## config.mk

```make
export PLATFORM = sky130hd
export DESIGN_NAME = fetch_sequencer
export DESIGN_NICKNAME = d
export VERILOG_FILES = /design/src/rtl/fetch_sequencer.sv
export SDC_FILE = /design/constraint.sdc
export NUM_CORES = 1
export LEC_CHECK = 0
export CAP_MARGIN = 0
export CORE_MARGIN = 3
export CORE_UTILIZATION = 32
export CTS_CLUSTER_SIZE = 8
export DETAILED_ROUTE_END_ITERATION = 10
export PLACE_DENSITY_LB_ADDON = 0.2
export SETUP_SLACK_MARGIN = 0.05
export SYNTH_ARGS = -nofsm -noshare
export SYNTH_HDL_FRONTEND = slang
export SYNTH_SLANG_ARGS = --single-unit
```

## constraint.sdc

```tcl
create_clock -name clk -period 2.57 [get_ports clk]
set_input_delay 0.257 -clock clk [delete_from_list [all_inputs] [get_ports clk]]
set_output_delay 0.257 -clock clk [all_outputs]
set_load 0.03 [all_outputs]
```

## src/rtl/fetch_sequencer.sv

```systemverilog
// Fetch-stage pipeline controller: boot redirect, load-use stalls, branch redirects,
// halt drain/pause and end-of-program detection, plus a saturating stall counter.
module fetch_sequencer #(
   parameter logic [63:0] RESET_PC     = 64'h0,
   parameter int          BOOT_CYCLES  = 2,
   parameter int          DRAIN_CYCLES = 3,
   parameter logic [63:0] END_PC       = 64'h168
) (
   input  logic        clk,
   input  logic        rst_n,
   input  logic [63:0] pc,
   input  logic [4:0]  id_rs1,
   input  logic [4:0]  id_rs2,
   input  logic        id_uses_rs1,
   input  logic        id_uses_rs2,
   input  logic        ex_mem_read,
   input  logic [4:0]  ex_rd,
   input  logic        ex_branch_taken,
   input  logic [63:0] ex_branch_target,
   input  logic        halt_req,
   output logic        branch_en,
   output logic [63:0] branch_pc,
   output logic        stall,
   output logic        flush_ifid,
   output logic        flush_idex,
   output logic        halt_ack,
   output logic        done,
   output logic [31:0] stall_count
);

   typedef enum logic [2:0] {
      BOOT     = 3'd0,
      REDIRECT = 3'd1,
      RUN      = 3'd2,
      DRAIN    = 3'd3,
      HALTED   = 3'd4,
      DONE     = 3'd5
   } state_t;

   localparam logic [3:0] BOOT_LAST  = 4'(BOOT_CYCLES - 1);
   localparam logic [3:0] DRAIN_LAST = 4'(DRAIN_CYCLES - 1);

   state_t      state_q, state_d;
   logic [3:0]  cnt_q, cnt_d;
   logic        drain_end_q, drain_end_d;
   logic [31:0] stall_cnt_q;
   logic        load_use;

   function automatic logic [31:0] sat_inc(input logic [31:0] v);
      return (v == 32'hFFFF_FFFF) ? v : v + 32'd1;
   endfunction

   // x0 is never a real dependency, so a load to it cannot cause a hazard
   assign load_use = ex_mem_read && (ex_rd != 5'd0) &&
                     ((id_uses_rs1 && (id_rs1 == ex_rd)) ||
                      (id_uses_rs2 && (id_rs2 == ex_rd)));

   always_ff @(posedge clk or negedge rst_n) begin
      if (!rst_n) begin
         state_q     <= BOOT;
         cnt_q       <= 4'd0;
         drain_end_q <= 1'b0;
         stall_cnt_q <= 32'd0;
      end else begin
         state_q     <= state_d;
         cnt_q       <= cnt_d;
         drain_end_q <= drain_end_d;
         if (stall) stall_cnt_q <= sat_inc(stall_cnt_q);
      end
   end

   always_comb begin
      state_d     = state_q;
      cnt_d       = cnt_q;
      drain_end_d = drain_end_q;
      branch_en   = 1'b0;
      branch_pc   = 64'd0;
      stall       = 1'b0;
      flush_ifid  = 1'b0;
      flush_idex  = 1'b0;
      unique case (state_q)
         BOOT: begin
            stall = 1'b1;
            if (cnt_q == BOOT_LAST) begin
               state_d = REDIRECT;
               cnt_d   = 4'd0;
            end else begin
               cnt_d = cnt_q + 4'd1;
            end
         end
         REDIRECT: begin
            branch_en  = 1'b1;
            branch_pc  = RESET_PC;
            flush_ifid = 1'b1;
            flush_idex = 1'b1;
            state_d    = RUN;
         end
         RUN: begin
            if (ex_branch_taken) begin
               branch_en  = 1'b1;
               branch_pc  = ex_branch_target;
               flush_ifid = 1'b1;
               flush_idex = 1'b1;
            end else if (load_use) begin
               stall      = 1'b1;
               flush_idex = 1'b1;
            end
            if (pc == END_PC) begin
               state_d     = DRAIN;
               drain_end_d = 1'b1;
               cnt_d       = 4'd0;
            end else if (halt_req) begin
               state_d     = DRAIN;
               drain_end_d = 1'b0;
               cnt_d       = 4'd0;
            end
         end
         DRAIN: begin
            stall      = 1'b1;
            flush_ifid = 1'b1;
            // a late taken branch refills fetch, so the drain must start over
            if (ex_branch_taken) begin
               branch_en  = 1'b1;
               branch_pc  = ex_branch_target;
               flush_idex = 1'b1;
               cnt_d      = 4'd0;
            end else if (cnt_q == DRAIN_LAST) begin
               state_d = drain_end_q ? DONE : HALTED;
               cnt_d   = 4'd0;
            end else begin
               cnt_d = cnt_q + 4'd1;
            end
         end
         HALTED: begin
            stall = 1'b1;
            if (!halt_req) state_d = RUN;
         end
         DONE: begin
            stall = 1'b1;
         end
         default: begin
            stall   = 1'b1;
            state_d = BOOT;
            cnt_d   = 4'd0;
         end
      endcase
   end

   assign halt_ack    = (state_q == HALTED);
   assign done        = (state_q == DONE);
   assign stall_count = stall_cnt_q;

endmodule

```

======== Word-level counts from Yosys, hierarchy flattened ========
Cells that the tools add are included.
operators by class
  $add $sub $neg .......................... 2
  eq/ne operators ......................... 16
  multiplexer cells ....................... 26
  bitwise operators ....................... 3
  reductions and logical operators ........ 15
operator list
  cell                     count
  $mux W64                 2
  $eq A64 B9 Y1 const B    1
  $add A32 B1 Y32 const B  1
  $eq A32 B32 Y1 const B   1
  $mux W4                  5
  $mux W3                  6
  $pmux W3 S6              1
  $pmux W4 S4              1
  $eq A5 B5 Y1             2
  $ne A2 B2 Y1 const B     4
  $mux W1                  7
  $eq A3 B2 Y1 const B     2
  $eq A3 B3 Y1 const B     2
  $pmux W1 S2              3
  $reduce_and A2 Y1        3
  $reduce_and A6 Y1        1
  $reduce_bool A5 Y1       1
  $add A4 B1 Y4 const B    1
  $eq A4 B1 Y1 const B     1
  $eq A4 B2 Y1 const B     1
  $logic_and A1 B1 Y1      4
  $reduce_or A2 Y1         2
  $eq A3 B1 Y1 const B     1
  $logic_not A3 Y1         1
  6 further kinds          8
word-level totals
  register bits after elaboration ......... 40
  input bits .............................. 150
  logic and storage cells ................. 66

======== Longest topological paths before layout ========
  depth in word-level cells ............... 8
  depth in mapped cells ................... 8
  gate-level depth less buffers ........... 7

======== Least setup slack after synthesis ========
No wires, ideal clock.
  path kind ............................... register to register
  start point ............................. register stall_cnt_q[0], in the netlist stall_count[0]
  end point ............................... register stall_cnt_q[4], in the netlist stall_count[4]
  arrival ................................. 2.039 ns
  data required time ...................... 2.436 ns
  slack ................................... 0.397 ns
  cell stages (with the launch flop) ...... 9
  buffers on the path ..................... 1
  clock period less this slack ............ 2.173 ns
  cell sequence ........................... dfrtp_1 > ha_1 > nand4_1 > and4bb_4 > and2_4 > a211oi_4 > buf_4 > nand4_1 > xnor2_1
on the way
  word-level cells in the longest chain between the ends .. 3
  elaborated cells on any way between the ends .. 4
ends and longest elaborated chain
  element                                                                  line  source
  start: declaration                                                       46    logic [31:0] stall_cnt_q;
  start signal: assignment                                                 68    if (stall) stall_cnt_q <= sat_inc(stall_cnt_q);
  parallel branches: the longest is 3 deep, another holds $add A32 B1 Y32  -
Several ways; the timed one is not identified.
A chain may end at the register's enable or synchronous reset.

======== Final worst setup path ========
  start point ............................. input pc[21]
  end point ............................... register cnt_q[3]
on the way
  word-level cells in the longest chain between the ends .. 3
  elaborated cells on any way between the ends .. 5
ends and longest elaborated chain
  element                                                  line  source
  start: declaration                                       11    input logic [63:0] pc,
  $eq A64 B9 Y1 *                                          108   if (pc == END_PC) begin
  $mux W4 / $ne A3 B3 Y1 (equally long branches)           -
  $pmux W4 S4 / $reduce_and A2 Y1 (equally long branches)  -
  end signal: assignment                                   66    cnt_q <= cnt_d;
  end: declaration                                         44    logic [3:0] cnt_q, cnt_d;
Every way passes the cells marked *; elsewhere a longest branch is shown, timed or not.

==> flow_metrics.env <==
export IMPL_rows=33
export IMPL_ctsHtreeMaxLevel=2
export IMPL_core_area_um2=8341
export IMPL_rrSetupSlack_ns=0.32
export IMPL_power_frac_comb_pct=62.3
export IMPL_io_pins=252
export IMPL_crit_required_ns=2.73
export IMPL_synth_top_area_cell="dfrtp_1"
export IMPL_setup_viol=0
export IMPL_cts_sinks=40
export IMPL_r2r_end="stall_count[1]$_DFFE_PN0P_"
export IMPL_antenna_found_initial=0
export IMPL_fin_cells=670
export IMPL_area_growth_pct=92.80
export IMPL_num_vias=3391
export IMPL_async_flop_share_pct=100.0
export IMPL_ant_nets=0
export IMPL_cts_root_buf="clkbuf_8"
export IMPL_synth_most_common_cell="and3_1"
export IMPL_p_leak_nw=2.384
export IMPL_criticalPathCategory="in -> reg"
export IMPL_drt_first_pass_iters=5
export IMPL_dr_first_iter_drc_count=130
export IMPL_grt_start_max_net_pins=70
export IMPL_fin_nets=716
export IMPL_cts_tree="built"
export IMPL_cp_arrival_ns=2.53
export IMPL_wl_mm=11.43
export IMPL_gp_congestion=0.8354
export IMPL_rsz0062_at_grt="no"
export IMPL_io_buffers=251
export IMPL_post_route_util_pct=64.27
export IMPL_p_sw_share_pct=45.86
export IMPL_maxCapViolCount=0
export IMPL_synth_edff_count=0
export IMPL_gr_total_overflow=0
export IMPL_fmax_mhz=422.3
export IMPL_die_h_um=99.21
export IMPL_start_util_pct=33.33
export IMPL_finalHoldViolCount=0
export IMPL_netlist_top_cells_count="and3_1, xnor2_1, dfrtp_1"
export IMPL_vias_per_cell=5.061
export IMPL_dp_slack_ns=-0.2231
export IMPL_cp_start_kind="primary input"
export IMPL_ir_drop_mv=0.5875
export IMPL_fin_crit_ns=2.368
export IMPL_intPower_w=0.001912
export IMPL_grt_pass1_vias=3210
export IMPL_yosys_top_cells_area="dfrtp_1, and3_1, xnor2_1"
export IMPL_worstReg2RegStart="stall_count[0]$_DFFE_PN0P_"
export IMPL_syn_nets=477
export IMPL_pwr_share_seq_pct=24.8
export IMPL_cts_clk_slew_worst_paths_ns=0.07
export IMPL_die_area_um2=9843
export IMPL_skew_ns=0.003683
export IMPL_drc=0
export IMPL_grt_pass1_wl_mm=17.06
export IMPL_min_path_type="in -> async"
export IMPL_clkLatencyLatePin_ns=0.29
export IMPL_relSlewSlack_pct=40.17
export IMPL_reg2reg_depth=7
export IMPL_p_clk_share_pct=12.9
export IMPL_critPathCaptureType="flop"
export IMPL_dp_hpwl_mm=9.173
export IMPL_syn_inst=326
export IMPL_avgSynthCellArea_um2=8.528
export IMPL_ys_types=45
export IMPL_seq_area_frac_synth_pct=36.00
export IMPL_netSwitchingPower_w=0.001619
export IMPL_synth_top_area_share_pct=36.00
export IMPL_wl_per_cell_um=17.05
export IMPL_drv_slew=0
export IMPL_outcome="finished clean"
export IMPL_cts_buffers=5
export IMPL_antenna_cells=0
export IMPL_place_area_um2=5258
export IMPL_netlist_area_um2=2780
export IMPL_dp_cells=663
export IMPL_worst_pin_slew_ns=0.8974
export IMPL_yosysWarnings=0
export IMPL_finalWorstSetupSlack_ns=0.2020
export IMPL_synth_seq_cells=40
export IMPL_drive_gt1_share_pct=15.93
export IMPL_fin_area_um2=5360
export IMPL_powerDensity_nw_per_um2=658.8
export IMPL_ys_flop_type="dfrtp_1"
export IMPL_period_share_pct=92.14
export IMPL_die_x_um=99.21
export IMPL_critPathMaxFanout=4
export IMPL_track_usage_pct=21.46
export IMPL_tns_ns=0
export IMPL_cts_buffer_depth=2
what timing repair did:
action	CTS	global route
endpoints found under the hold margin	0	0
hold buffers	0	0
endpoints found under the setup margin	0	5
setup buffers	0	0
gates resized for setup	0	1
critical path, stage by stage:
cell and delay (ns):
clkdlybuf4s50_1 0.41, nor4_2 0.46, buf_4 0.19, nand4_1 0.21
nor4_1 0.46, nor2_1 0.11, nor2_1 0.29, o221ai_1 0.15
through the flow:
step,hold WS (ns),total power (W)
final,0.08667,0.003531
after detailed placement,0.4274,0.003079
after global placement,0.4265,0.003038
after floorplan,-0.03859,0.002193
after global routing,0.1495,0.003747
after CTS,0.1063,0.003545
worst max-delay path by stage:
| stage | startpoint | cells past startpoint | end |
|---|---|---|---|
| 2_1_floorplan | stall_count[0]$_DFFE_PN0P_ | 8 | stall_count[4]$_DFFE_PN0P_ |
| 3_3_place_gp | pc[21] | 8 | state_q[0]$_DFFE_PN0P_ |
| 3_5_place_dp | pc[21] | 8 | state_q[0]$_DFFE_PN0P_ |
| 4_1_cts | pc[21] | 8 | state_q[0]$_DFFE_PN0P_ |
| 5_1_grt | pc[21] | 8 | state_q[0]$_DFFE_PN0P_ |
| 6_report | pc[21] | 8 | cnt_q[3]$_DFFE_PN0P_ |
final cells by class:
type,count,area [um^2]
Fill cell,723,2980
Timing Repair Buffer,255,2442
Multi-Input combinational cell,256,1663
Sequential cell,40,1001
Tap cell,105,131.4
Clock buffer,7,96.34
Inverter,7,26.28
layout by cell type (no fill, tap or decap), types with 2 or more instances in the layout:
master             n
clkdlybuf4s50_1  182
nor4_1            15
nor3_1             4
nand2_1           24
nand2b_1           3
buf_12             6
a31oi_1            2
nor2_1            16
o22ai_1            3
xnor2_1           41
nand4_1           19
inv_1              7
o21ai_0            5
nand3_1           16
and3_1            72
nor4bb_1           2
a21oi_1            5
and2_1             3
buf_4             66
clkbuf_8           7
dfrtp_1           40
power by group through the flow:
stage / clock network (W) / registers [W] / logic (W)
2_1_floorplan: 0 / 0.000914 / 0.00128
6_report: 0.000455 / 0.000877 / 0.00220
5_1_grt: 0.000496 / 0.000901 / 0.00235
4_1_cts: 0.000470 / 0.000874 / 0.00220
3_5_place_dp: 0 / 0.000883 / 0.00220
3_3_place_gp: 0 / 0.000880 / 0.00216
cell families after synthesis:
logic type               synth area share, %
AND/OR/NAND/NOR                        38.80
XOR/XNOR                               13.23
buffers and inverters                  4.500
flip-flops                             36.00
adder cells (fa/ha/maj)               0.4500
AO/OA/AOI/OAI                          6.616
multiplexers                          0.4050
routing by layer:
layer / routed length, um / up-vias / global-route usage, %
li1: - / 1655 / -
met1: 4615 / 1550 / 27.47
met2: 5630 / 165 / 35.69
met3: 926 / 21 / 5.680
met4: 252 / 0 / 6.092
met5: 0 / - / 0
flip-flops by register name, indices dropped and copies added, names as in the netlist:
name / count
state_q: 3
cnt_q: 4
stall_count: 32
drain_end_q: 1
Power figures use the tool's default switching activity.
